`src/rtl/axi_multicut_cfg.sv`:
```
// AXI pipeline with a separately configurable cut depth and stage mode per channel.
// It also drives an idle flag that is high while no stage on any channel holds a beat.

package axi_multicut_pkg;
  typedef struct packed {
    logic [31:0] addr;
    logic [2:0]  prot;
  } axi_aw_t;

  typedef struct packed {
    logic [31:0] data;
    logic [3:0]  strb;
  } axi_w_t;

  typedef struct packed {
    logic [1:0] resp;
  } axi_b_t;

  typedef struct packed {
    logic [31:0] addr;
    logic [2:0]  prot;
  } axi_ar_t;

  typedef struct packed {
    logic [31:0] data;
    logic [1:0]  resp;
  } axi_r_t;

  typedef struct packed {
    axi_aw_t aw;
    logic    aw_valid;
    axi_w_t  w;
    logic    w_valid;
    logic    b_ready;
    axi_ar_t ar;
    logic    ar_valid;
    logic    r_ready;
  } axi_req_t;

  typedef struct packed {
    logic    aw_ready;
    logic    w_ready;
    axi_b_t  b;
    logic    b_valid;
    logic    ar_ready;
    axi_r_t  r;
    logic    r_valid;
  } axi_resp_t;
endpackage

module axi_cut_stage #(
  parameter type T    = logic,
  parameter bit  Half = 1'b0
) (
  input  logic clk,
  input  logic rst,
  input  logic in_valid,
  output logic in_ready,
  input  T     in_data,
  output logic out_valid,
  input  logic out_ready,
  output T     out_data,
  output logic busy
);
  if (Half) begin : g_half
    logic valid;
    T     data;

    always_ff @(posedge clk or posedge rst) begin
      if (rst) begin
        valid <= 1'b0;
        data  <= '0;
      end else if (valid) begin
        if (out_ready) valid <= 1'b0;
      end else if (in_valid) begin
        valid <= 1'b1;
        data  <= in_data;
      end
    end

    assign in_ready  = !valid;
    assign out_valid = valid;
    assign out_data  = data;
    assign busy      = valid;
  end else begin : g_full
    // Slot a drives the output; slot b catches the beat accepted while a is stalled.
    logic a_valid, b_valid;
    T     a_data, b_data;

    always_ff @(posedge clk or posedge rst) begin
      if (rst) begin
        a_valid <= 1'b0;
        b_valid <= 1'b0;
        a_data  <= '0;
        b_data  <= '0;
      end else if (!a_valid || out_ready) begin
        if (b_valid) begin
          a_valid <= 1'b1;
          a_data  <= b_data;
          b_valid <= 1'b0;
        end else begin
          a_valid <= in_valid;
          if (in_valid) a_data <= in_data;
        end
      end else if (in_valid && !b_valid) begin
        b_valid <= 1'b1;
        b_data  <= in_data;
      end
    end

    assign in_ready  = !b_valid;
    assign out_valid = a_valid;
    assign out_data  = a_data;
    assign busy      = a_valid | b_valid;
  end
endmodule

module axi_cut_chain #(
  parameter type         T    = logic,
  parameter int unsigned Cuts = 1,
  parameter bit          Half = 1'b0
) (
  input  logic clk,
  input  logic rst,
  input  logic in_valid,
  output logic in_ready,
  input  T     in_data,
  output logic out_valid,
  input  logic out_ready,
  output T     out_data,
  output logic idle
);
  if (Cuts == 0) begin : g_wire
    assign out_valid = in_valid;
    assign in_ready  = out_ready;
    assign out_data  = in_data;
    assign idle      = 1'b1;
  end else begin : g_cuts
    logic [Cuts:0]   valid;
    logic [Cuts:0]   ready;
    T                data [Cuts+1];
    logic [Cuts-1:0] busy;

    assign valid[0]    = in_valid;
    assign in_ready    = ready[0];
    assign data[0]     = in_data;
    assign out_valid   = valid[Cuts];
    assign ready[Cuts] = out_ready;
    assign out_data    = data[Cuts];

    for (genvar i = 0; i < Cuts; i++) begin : g_stage
      axi_cut_stage #(.T(T), .Half(Half)) u_stage (
        .clk       (clk),
        .rst       (rst),
        .in_valid  (valid[i]),
        .in_ready  (ready[i]),
        .in_data   (data[i]),
        .out_valid (valid[i+1]),
        .out_ready (ready[i+1]),
        .out_data  (data[i+1]),
        .busy      (busy[i])
      );
    end

    assign idle = ~|busy;
  end

`ifndef SYNTHESIS
  // A beat offered but not taken must be offered again, unchanged, on the next edge.
  logic in_hold, out_hold;
  T     in_prev, out_prev;

  always_ff @(posedge clk or posedge rst) begin
    if (rst) begin
      in_hold  <= 1'b0;
      out_hold <= 1'b0;
      in_prev  <= '0;
      out_prev <= '0;
    end else begin
      in_hold  <= in_valid && !in_ready;
      out_hold <= out_valid && !out_ready;
      in_prev  <= in_data;
      out_prev <= out_data;
      if (in_hold)
        assert (in_valid && in_data == in_prev)
          else $error("input beat changed or withdrew under backpressure");
      if (out_hold)
        assert (out_valid && out_data == out_prev)
          else $error("output beat changed or withdrew under backpressure");
    end
  end
`endif
endmodule

module axi_multicut_cfg #(
  parameter int unsigned AwCuts = 1,
  parameter int unsigned WCuts  = 1,
  parameter int unsigned BCuts  = 1,
  parameter int unsigned ArCuts = 1,
  parameter int unsigned RCuts  = 1,
  parameter              HalfBw = 5'b00000,
  parameter type aw_chan_t = axi_multicut_pkg::axi_aw_t,
  parameter type w_chan_t  = axi_multicut_pkg::axi_w_t,
  parameter type b_chan_t  = axi_multicut_pkg::axi_b_t,
  parameter type ar_chan_t = axi_multicut_pkg::axi_ar_t,
  parameter type r_chan_t  = axi_multicut_pkg::axi_r_t,
  parameter type req_t     = axi_multicut_pkg::axi_req_t,
  parameter type resp_t    = axi_multicut_pkg::axi_resp_t
) (
  input  logic  clk_i,
  input  logic  rst_i,
  input  req_t  slv_req_i,
  output resp_t slv_resp_o,
  output req_t  mst_req_o,
  input  resp_t mst_resp_i,
  output logic  idle_o
);
  if ($bits(HalfBw) != 5) begin : g_bad_halfbw
    $error("HalfBw must be 5 bits wide, ordered {R,AR,B,W,AW}");
  end

  aw_chan_t   aw_out;
  w_chan_t    w_out;
  b_chan_t    b_out;
  ar_chan_t   ar_out;
  r_chan_t    r_out;
  logic       aw_in_ready, w_in_ready, b_in_ready, ar_in_ready, r_in_ready;
  logic       aw_out_valid, w_out_valid, b_out_valid, ar_out_valid, r_out_valid;
  logic [4:0] chan_idle;

  axi_cut_chain #(.T(aw_chan_t), .Cuts(AwCuts), .Half(HalfBw[0])) u_aw (
    .clk (clk_i), .rst (rst_i),
    .in_valid  (slv_req_i.aw_valid), .in_ready  (aw_in_ready),        .in_data  (slv_req_i.aw),
    .out_valid (aw_out_valid),       .out_ready (mst_resp_i.aw_ready), .out_data (aw_out),
    .idle      (chan_idle[0])
  );

  axi_cut_chain #(.T(w_chan_t), .Cuts(WCuts), .Half(HalfBw[1])) u_w (
    .clk (clk_i), .rst (rst_i),
    .in_valid  (slv_req_i.w_valid), .in_ready  (w_in_ready),         .in_data  (slv_req_i.w),
    .out_valid (w_out_valid),       .out_ready (mst_resp_i.w_ready), .out_data (w_out),
    .idle      (chan_idle[1])
  );

  // B and R run master-to-slave, so their chains are wired the other way round.
  axi_cut_chain #(.T(b_chan_t), .Cuts(BCuts), .Half(HalfBw[2])) u_b (
    .clk (clk_i), .rst (rst_i),
    .in_valid  (mst_resp_i.b_valid), .in_ready  (b_in_ready),        .in_data  (mst_resp_i.b),
    .out_valid (b_out_valid),        .out_ready (slv_req_i.b_ready), .out_data (b_out),
    .idle      (chan_idle[2])
  );

  axi_cut_chain #(.T(ar_chan_t), .Cuts(ArCuts), .Half(HalfBw[3])) u_ar (
    .clk (clk_i), .rst (rst_i),
    .in_valid  (slv_req_i.ar_valid), .in_ready  (ar_in_ready),         .in_data  (slv_req_i.ar),
    .out_valid (ar_out_valid),       .out_ready (mst_resp_i.ar_ready), .out_data (ar_out),
    .idle      (chan_idle[3])
  );

  axi_cut_chain #(.T(r_chan_t), .Cuts(RCuts), .Half(HalfBw[4])) u_r (
    .clk (clk_i), .rst (rst_i),
    .in_valid  (mst_resp_i.r_valid), .in_ready  (r_in_ready),        .in_data  (mst_resp_i.r),
    .out_valid (r_out_valid),        .out_ready (slv_req_i.r_ready), .out_data (r_out),
    .idle      (chan_idle[4])
  );

  always_comb begin
    mst_req_o          = '0;
    mst_req_o.aw       = aw_out;
    mst_req_o.aw_valid = aw_out_valid;
    mst_req_o.w        = w_out;
    mst_req_o.w_valid  = w_out_valid;
    mst_req_o.b_ready  = b_in_ready;
    mst_req_o.ar       = ar_out;
    mst_req_o.ar_valid = ar_out_valid;
    mst_req_o.r_ready  = r_in_ready;
  end

  always_comb begin
    slv_resp_o          = '0;
    slv_resp_o.aw_ready = aw_in_ready;
    slv_resp_o.w_ready  = w_in_ready;
    slv_resp_o.b        = b_out;
    slv_resp_o.b_valid  = b_out_valid;
    slv_resp_o.ar_ready = ar_in_ready;
    slv_resp_o.r        = r_out;
    slv_resp_o.r_valid  = r_out_valid;
  end

  assign idle_o = &chan_idle;
endmodule

```
`config.mk`:
```
export PLATFORM = sky130hd
export DESIGN_NAME = axi_multicut_cfg
export DESIGN_NICKNAME = d
export VERILOG_FILES = /design/src/rtl/axi_multicut_cfg.sv
export SDC_FILE = /design/constraint.sdc
export NUM_CORES = 1
export LEC_CHECK = 0
export BUFFER_PORTS_ARGS = -buffer_cell sky130_fd_sc_hd__buf_2
export CAP_MARGIN = 10
export CORE_UTILIZATION = 58
export CTS_CLUSTER_DIAMETER = 200
export DETAILED_ROUTE_END_ITERATION = 10
export HOLD_SLACK_MARGIN = 0.15
export PLACE_DENSITY_LB_ADDON = 0.12
export SETUP_SLACK_MARGIN = 0.05
export SLEW_MARGIN = 10
export SYNTH_ARGS = -nofsm -noshare
export SYNTH_HDL_FRONTEND = slang
export SYNTH_HIERARCHICAL = 1
export SYNTH_SLANG_ARGS = --single-unit
```
`constraint.sdc`:
```
create_clock -name clk_i -period 4.3 [get_ports clk_i]
set_clock_uncertainty 0.05 [all_clocks]
set_input_delay 0.43 -clock clk_i [delete_from_list [all_inputs] [get_ports clk_i]]
set_output_delay 0.43 -clock clk_i [all_outputs]
set_load 0.03 [all_outputs]
```
# ---- Word level (Yosys, flattened, before mapping)
# Cells that the tools add are included.
dict set report classes {
  n_mux 25
  bitwise 10
  reduce_logical 46
}
# op n
set ops {}
lappend ops {{35-bit two-way mux} 4}
lappend ops {{36-bit two-way mux} 2}
lappend ops {{34-bit two-way mux} 2}
lappend ops {{2-bit AND reduction} 10}
lappend ops {{2-bit nonzero test} 10}
lappend ops {{1-bit zero test} 15}
lappend ops {{1-bit two-way mux} 15}
lappend ops {{1-bit logical AND} 5}
lappend ops {{1-bit logical OR} 5}
lappend ops {{1-bit NOT} 5}
lappend ops {{1-bit OR} 5}
lappend ops {{5-bit AND reduction} 1}
lappend ops {{2-bit two-way mux} 2}
dict set report totals {
  register_bits 294
  inputBits 154
  elab_cells 109
}

# ---- Depth between registers and ports, before layout
# Gate-level depths: netlist of the first run.
dict set report depth {
  ltp_word 4
  ltp_mapped 6
}

# ---- Modules after synthesis
# The synthesis of the first run kept the hierarchy.
# module n_inst cells_each area_each_um2 seq_area_each_um2
set by_module_without_submodules {}
lappend by_module_without_submodules {{axi_cut_stage at u_ar.g_cuts.g_stage[0].u_stage ...} 2 197 3136.8 1801.7}
lappend by_module_without_submodules {{axi_cut_stage at u_w.g_cuts.g_stage[0].u_stage} 1 203 3389.5 1851.8}
lappend by_module_without_submodules {{axi_cut_stage at u_r.g_cuts.g_stage[0].u_stage} 1 192 3064.2 1751.7}
lappend by_module_without_submodules {{axi_cut_stage at u_b.g_cuts.g_stage[0].u_stage} 1 22 282.8 150.1}
lappend by_module_without_submodules {axi_multicut_cfg 1 13 87.6 0.0}
lappend by_module_without_submodules {axi_cut_chain 5 1 3.8 0.0}

# ---- Worst setup path after synthesis of the first run
# No wires, ideal clock.
dict set report synth_path {
  kind {reg2out}
  startpoint {register u_aw.g_cuts.g_stage[0].u_stage.g_full.b_valid}
  endpoint {output idle_o}
  t_arrival_ns 1.541
  path_slack_ns 2.279
  path_stages_with_launch 7
  path_buffers 2
  cell_sequence {dfrtp_1 > buf_6 > buf_2 > or2_2 > inv_1 > nand3_1 > nor2_1}
}
dict set report synth_via {
  elab_chain_len 3
}
# item line
set synth_lines {}
lappend synth_lines {{start: declaration} 87} ;# logic a_valid, b_valid;
lappend synth_lines {{start signal: assignment} 93} ;# b_valid <= 1'b0;
lappend synth_lines {{start signal: assignment} 100} ;# b_valid <= 1'b0;
lappend synth_lines {{start signal: assignment} 106} ;# b_valid <= 1'b1;
lappend synth_lines {{1-bit OR} 114} ;# assign busy = a_valid | b_valid;
lappend synth_lines {{net u_aw.g_cuts.busy} 142} ;# logic [Cuts-1:0] busy;
lappend synth_lines {{1-bit zero test} 165} ;# assign idle = ~|busy;
lappend synth_lines {{net chan_idle[0]} 229} ;# logic [4:0] chan_idle;
lappend synth_lines {{5-bit AND reduction} 290} ;# assign idle_o = &chan_idle;
lappend synth_lines {{end: declaration} 216} ;# output logic idle_o
# The timed path passes the listed nets, and every way through them passes these cells.

# ---- Worst setup path in the final report of the first run
# Same ends and word-level chain as after synthesis.

==> results.yml, run 1 <==
detailed_routing:
  routed_via_density: 5.250
  wirelength_mm: 30.35
  route.detailed.drc: 21
  dr.first_iter.drc_count: 343
  wire_per_inst_um: 19.10
  ant_nets: 0
  first_pass_iters: 8
  num_vias: 8343
min_path:
  hold_path_class: "in -> async"
grt:
  grt_pass1_vias: 9192
  grt_pass1_wl_mm: 49.86
  antenna_found_initial: 1
  grt_use_total_pct: 26.92
  grt_overflow: 0
  grt_max_degree: 51
clocking:
  clkLatencyLatePin_ps: 540
  clkSinkCount: 294
  post_cts_buffers: 0
  cts_tree: "yes"
  clk_pin_slew_worst_paths_ps: 60
  cts-resized-gates: 0
  cts_buffer_depth: 3
  root_buffer: "clkbuf_16"
  numCtsBuffers: 31
  htreeDepth: 1
  ctsHoldBuffers: 158
final_layout:
  area_growth_pct: 31.66
  nets: 1440
  drive_gt1_share_pct: 59.94
  seq_area_um2: 7358
  n_fill_cell: 1312
  multi_input_area_um2: 5238
  final_area_um2: 17270
pwr:
  total_power_w: 0.008927
  switchingPower_w: 0.002773
  intPower_w: 0.006154
  p_leak_nw: 7.880
  powerDensity_nw_per_um2: 516.9
  power_frac_seq_pct: 42.5
  swShare_pct: 31.06
  pwr-share-clk_pct: 30.0
  ir_drop_uv: 443.1
  p_comb_share_pct: 27.5
floorplan:
  boundaryPins: 307
  die_height_um: 152.4
  row_count: 54
  start_util_pct: 59.55
  dieArea_um2: 23220
  die_w_um: 152.4
  coreArea_um2: 22030
outcome:
  status: "complete, but fails checks"
  violations: "design-rule violations"
synthesis:
  synth_area_um2: 13120
  synth-seq-cells: 294
  netlist_instances: 829
  synthDistinctLibCells: 21
  yosysSeqAreaShare_pct: 56.09
  ys.flop_type: "dfrtp_1"
  yosys-top-cells-count: "mux2_2 (350), dfrtp_1 (294), mux2_4 (39)"
  ys_warn_count: 6
  async_flop_share_pct: 100.0
  post-synth-top-count-cell: "mux2_2"
  syn_avg_cell_area_um2: 15.82
  syn-num-nets: 983
  ys_top_cells_by_area: "dfrtp_1 (56%), mux2_2 (30%), mux2_4 (4.5%), mux2_1 (2.8%), buf_6 (1.9%)"
  synth-edff-count: 0
  synth_top_area_cell: "dfrtp_1"
  synth_top_area_share_pct: 56.09
sta:
  fmax_mhz: 312.3
  drv_slew: 0
  relSlewSlack_pct: 27.45
  rsz0062_at_grt: "no"
  setup_violations: 0
  finalCritPeriodShare_pct: 74.47
  fin_tns_setup_ps: 0
  finalHoldViolCount: 0
  post-route-min-period_ps: 3202
  worstMarginPinSlew_ps: 1088
critical_path:
  crit_fanout: 24
  critPathMaxStageDelay_ps: 790
  cp_num_buf_inv: 3
  arrival_ps: 2720
  crit_family: "flip-flops"
  end_kind: "primary output"
  cpMaxStageDelayCell: "dfrtp_1"
  cp.required_ps: 3820
  worst-setup-path-type: "reg -> out"
  startpoint_type: "register"
  worstPathCellList: "buf_4 > or2_2 > inv_1 > nand3_1 > nor2_1 > buf_2"
placed_design:
  gp_congestion: 0.7712
  port_buffers: 306
  dpl_cell_area_um2: 14650
  dp_hpwl_mm: 18.32
run:
  max_cap_violations: 0
per-layer routing:
layer  wire [µm]  share of wire, %  GRT usage [%]
met1       12340                41          34.10
met3        1883               6.2          5.603
met5           0                 0              0
met4         688               2.3          7.289
met2       15440                51          46.98
placed cells by master (no fill, tap or decap), drive strengths merged:
| cell type | count |
|---|---|
| dfrtp | 294 |
| nor3b | 4 |
| clkinv | 7 |
| or2 | 5 |
| a2bb2oi | 1 |
| bufinv | 3 |
| diode | 1 |
| nand2b | 6 |
| o2bb2a | 1 |
| clkinvlp | 4 |
| inv | 15 |
| clkbuf | 41 |
| nor2 | 12 |
| o22ai | 2 |
| o21a | 5 |
| nand2 | 6 |
| mux2 | 422 |
| nand3 | 1 |
| buf | 321 |
| dlygate4sd3 | 158 |
state kept, by name (all words and copies together), names as in the netlist, 2 cells and up:
signal,cells
u_w/g_cuts.g_stage.u_stage/g_full.b_data,36
u_w/g_cuts.g_stage.u_stage/out_data,36
u_ar/g_cuts.g_stage.u_stage/g_full.b_data,35
u_ar/g_cuts.g_stage.u_stage/out_data,35
u_aw/g_cuts.g_stage.u_stage/g_full.b_data,35
u_aw/g_cuts.g_stage.u_stage/out_data,35
u_r/g_cuts.g_stage.u_stage/g_full.b_data,34
u_r/g_cuts.g_stage.u_stage/out_data,34
u_b/g_cuts.g_stage.u_stage/g_full.b_data,2
u_b/g_cuts.g_stage.u_stage/out_data,2
worst reg2reg max path, cell delays in order (launching register included):
cell	delay, ps
dfrtp_2	1050
o21a_2	640
buf_4	470
mux2_4	350
power by group through the flow:
stage,combinational [W],sequential [W],clock [W]
CTS,0.00244,0.00377,0.00273
global route,0.00260,0.00387,0.00285
global placement,0.00227,0.00378,0
floorplan,0.00107,0.00439,0
finish,0.00245,0.00379,0.00268
detailed placement,0.00231,0.00381,0
worst paths after layout:
check	from	end	slack, ps	cells past startpoint
worst max-delay path	u_aw/g_cuts.g_stage[0].u_stage/g_full.b_valid	idle_o	1100	6
worst min-delay path	rst_i	u_b/g_cuts.g_stage[0].u_stage/g_full.b_data[1]	400	3
worst max register to register	u_w/g_cuts.g_stage[0].u_stage/g_full.b_valid	u_w/g_cuts.g_stage[0].u_stage/out_data[13]	1620	3
worst min register to register	u_w/g_cuts.g_stage[0].u_stage/g_full.b_data[32]	u_w/g_cuts.g_stage[0].u_stage/g_full.b_data[32]	430	1
max in group asynchronous	rst_i	u_w/g_cuts.g_stage[0].u_stage/out_data[15]	2500	4
min in group clk_i	u_w/g_cuts.g_stage[0].u_stage/g_full.b_data[32]	u_w/g_cuts.g_stage[0].u_stage/g_full.b_data[32]	430	1
final cells by class:
class	count	share of cell area, %
diodes	1	0.01449
clock buffers	41	5.115
clock inverters	14	0.8984
inverters	15	0.3260
multi-input cells	465	30.33
flip-flops and latches	294	42.61
well taps	280	2.029
repair buffers	479	18.68
per-stage QoR:
| stage | cells | setup slack [ps] | util, % | hold slack, ps |
|---|---|---|---|---|
| finish | 1589 | 1098 | 78.40 | 403.0 |
| detailed placement | 1375 | 1615 | 66.50 | 414.7 |
| global placement | 1375 | 1640 | 66.50 | 407.1 |
| CTS | 1588 | 1079 | 78.39 | 424.6 |
| floorplan | 829 | 1938 | - | 171.0 |
| global route | 1589 | 937.7 | 78.40 | 406.7 |
logic make-up after synthesis:
group | share of synthesized area, %
AOI/OAI and AO/OA | 0.5247
DFF | 56.09
and+or+nand+nor | 2.003
buffers and inverters | 4.035
muxes | 37.35
(Power assumes the default switching activity.)
==> run 2, diff against run 1 <==
--- a/config.mk
+++ b/config.mk
@@ -5,9 +5,10 @@
 export SDC_FILE = /design/constraint.sdc
 export NUM_CORES = 1
 export LEC_CHECK = 0
+export ABC_AREA = 1
 export BUFFER_PORTS_ARGS = -buffer_cell sky130_fd_sc_hd__buf_2
 export CAP_MARGIN = 10
-export CORE_UTILIZATION = 58
+export CORE_UTILIZATION = 55
 export CTS_CLUSTER_DIAMETER = 200
 export DETAILED_ROUTE_END_ITERATION = 10
 export HOLD_SLACK_MARGIN = 0.15
==> constraint.sdc (replaced) <==
create_clock -name clk_i -period 3 [get_ports clk_i]
set_clock_uncertainty 0.05 [all_clocks]
set_input_delay 0.3 -clock clk_i [delete_from_list [all_inputs] [get_ports clk_i]]
set_output_delay 0.3 -clock clk_i [all_outputs]
set_load 0.03 [all_outputs]
==> results.yml, run 2 <==
outcome:
  status: "finished clean"
grt:
  grt_pass1_wl_mm: 62.79
  grt_pass1_vias: 12693
  grt_overflow: 0
  antenna_found_initial: 1
  grt_max_degree: 73
  grt_use_total_pct: 29.90
detailed_routing:
  num_vias: 12890
  ant_nets: 0
  wirelength_mm: 37.36
  wire_per_inst_um: 14.77
  first_pass_iters: 6
  routed_via_density: 5.095
  dr.first_iter.drc_count: 1174
  route.detailed.drc: 0
floorplan:
  row_count: 57
  dieArea_um2: 25560
  start_util_pct: 56.20
  die_height_um: 159.9
  die_w_um: 159.9
  boundaryPins: 307
  coreArea_um2: 24390
sta:
  drv_slew: 0
  finalHoldViolCount: 0
  rsz0062_at_grt: "no"
  worstMarginPinSlew_ps: 814.3
  finalCritPeriodShare_pct: 83.46
  setup_violations: 0
  relSlewSlack_pct: 45.63
  fmax_mhz: 399.4
  fin_tns_setup_ps: 0
  post-route-min-period_ps: 2504
clocking:
  clkSinkCount: 294
  root_buffer: "clkbuf_16"
  htreeDepth: 2
  clkLatencyLatePin_ps: 500
  cts_buffer_depth: 3
  numCtsBuffers: 34
  clk_pin_slew_worst_paths_ps: 60
  cts-resized-gates: 0
  cts_tree: "yes"
synthesis:
  synth-seq-cells: 294
  syn-num-nets: 1916
  synthDistinctLibCells: 17
  synth_top_area_cell: "dfrtp_1"
  yosysSeqAreaShare_pct: 53.67
  syn_avg_cell_area_um2: 7.779
  post-synth-top-count-cell: "nand2_1"
  async_flop_share_pct: 100.0
  yosys-top-cells-count: "nand2_1 (1,160), dfrtp_1 (294), nand3_1 (143)"
  ys.flop_type: "dfrtp_1"
  synth_top_area_share_pct: 53.67
  synth_area_um2: 13710
  synth-edff-count: 0
  ys_top_cells_by_area: "dfrtp_1 (54%), nand2_1 (32%), nand3_1 (5.2%), buf_6 (2.0%), buf_4 (1.6%)"
  netlist_instances: 1762
  ys_warn_count: 6
run:
  max_cap_violations: 0
pwr:
  ir_drop_uv: 493.7
  p_leak_nw: 10.31
  powerDensity_nw_per_um2: 706.9
  total_power_w: 0.01263
placed_design:
  port_buffers: 306
  place_inst: 2306
  dp_hpwl_mm: 21.80
  gp_congestion: 0.8342
final_layout:
  final_common_cell: "nand2_1"
  seq_area_um2: 7357
  final_cell_mix: "nand2_1 (1,160), buf_2 (306), dfrtp_1 (294)"
  nets: 2333
  drive_gt1_share_pct: 18.59
  n_fill_cell: 1877
  multi_input_area_um2: 5448
  fin_cells: 2530
  area_growth_pct: 30.37
min_path:
  hold_path_class: "in -> async"
critical_path:
  arrival_ps: 2150
  end_kind: "primary output"
  crit_fanout: 37
  startpoint_type: "register"
  cp.required_ps: 2650
  worst-setup-path-type: "reg -> out"
-- run 2: changes by cell type in the layout (fill, tap and decap cells not counted), sizes merged, moves of 6 or more --
cell,change
mux2,-422
clkbuf,+14
nand3,+142
nand2b,-6
nor2,+14
inv,+15
nand2,+1161
-- run 2: kinds of logic after synthesis --
logic type    count (synthesis)  synth area share, %
simple gates               1336                39.74
flops                       294                53.67
buf+inv                     132                6.582
-- run 2: what timing repair did --
action	in CTS	in global routing
buffers inserted	0	0
hold endpoints to repair	474	0
hold buffers	161	0
-- run 2: report_power, final --
part / total, W / internal [W] / switching, W
clock: 0.00445 / 0.00284 / 0.00161
combinational: 0.00302 / 0.000958 / 0.00206
sequential: 0.00517 / 0.00473 / 0.000438
-- run 2: worst max-delay path, cell delays in order, from the launching register on --
cell	delay, ps
dfrtp_1	600
inv_4	410
nand2_1	100
inv_1	70
nand3_1	60
nor2_1	180
buf_2	240
-- run 2: per-stage QoR --
stage / cell area [µm²] / setup slack [ps] / hold slack [ps] / util [%]
CTS: 17870 / 517.6 / 324.6 / 73.25
finish: 17870 / 496.2 / 322.6 / 73.26
floorplan: 13710 / 768.4 / 40.96 / -
global route: 17870 / 310.3 / 346.5 / 73.26
global placement: 15030 / 1027 / 249.4 / 61.61
detailed placement: 15030 / 961.6 / 254.8 / 61.61
-- run 2: area by class of cell --
class | count | area share, %
Clock buffer | 55 | 6.120
Tap cell | 324 | 2.269
Antenna cell | 1 | 0.01400
Timing Repair Buffer | 483 | 18.54
Clock inverter | 7 | 0.7562
Inverter | 30 | 0.6442
Multi-Input combinational cell | 1336 | 30.49
Sequential cell | 294 | 41.17
-- run 2: routing by layer --
metal	share of wire [%]	GRT usage, %
met3	7.1	5.299
met4	3.0	10.35
met1	42	40.35
met5	0	0
met2	48	48.95
-- run 2: worst paths after layout --
check / startpoint / endpoint / slack, ps / cells past startpoint
min in group clk_i: u_w/g_cuts.g_stage[0].u_stage/g_full.b_data[20] / u_w/g_cuts.g_stage[0].u_stage/g_full.b_data[20] / 420 / 2
min: rst_i / u_b/g_cuts.g_stage[0].u_stage/g_full.b_data[1] / 320 / 3
min reg2reg: u_w/g_cuts.g_stage[0].u_stage/g_full.b_data[20] / u_w/g_cuts.g_stage[0].u_stage/g_full.b_data[20] / 420 / 2
max: u_r/g_cuts.g_stage[0].u_stage/g_full.b_valid / idle_o / 500 / 6
max in group asynchronous: rst_i / u_w/g_cuts.g_stage[0].u_stage/g_full.b_data[27] / 1640 / 4
max reg2reg: u_ar/g_cuts.g_stage[0].u_stage/g_full.b_valid / u_ar/g_cuts.g_stage[0].u_stage/out_data[30] / 850 / 6
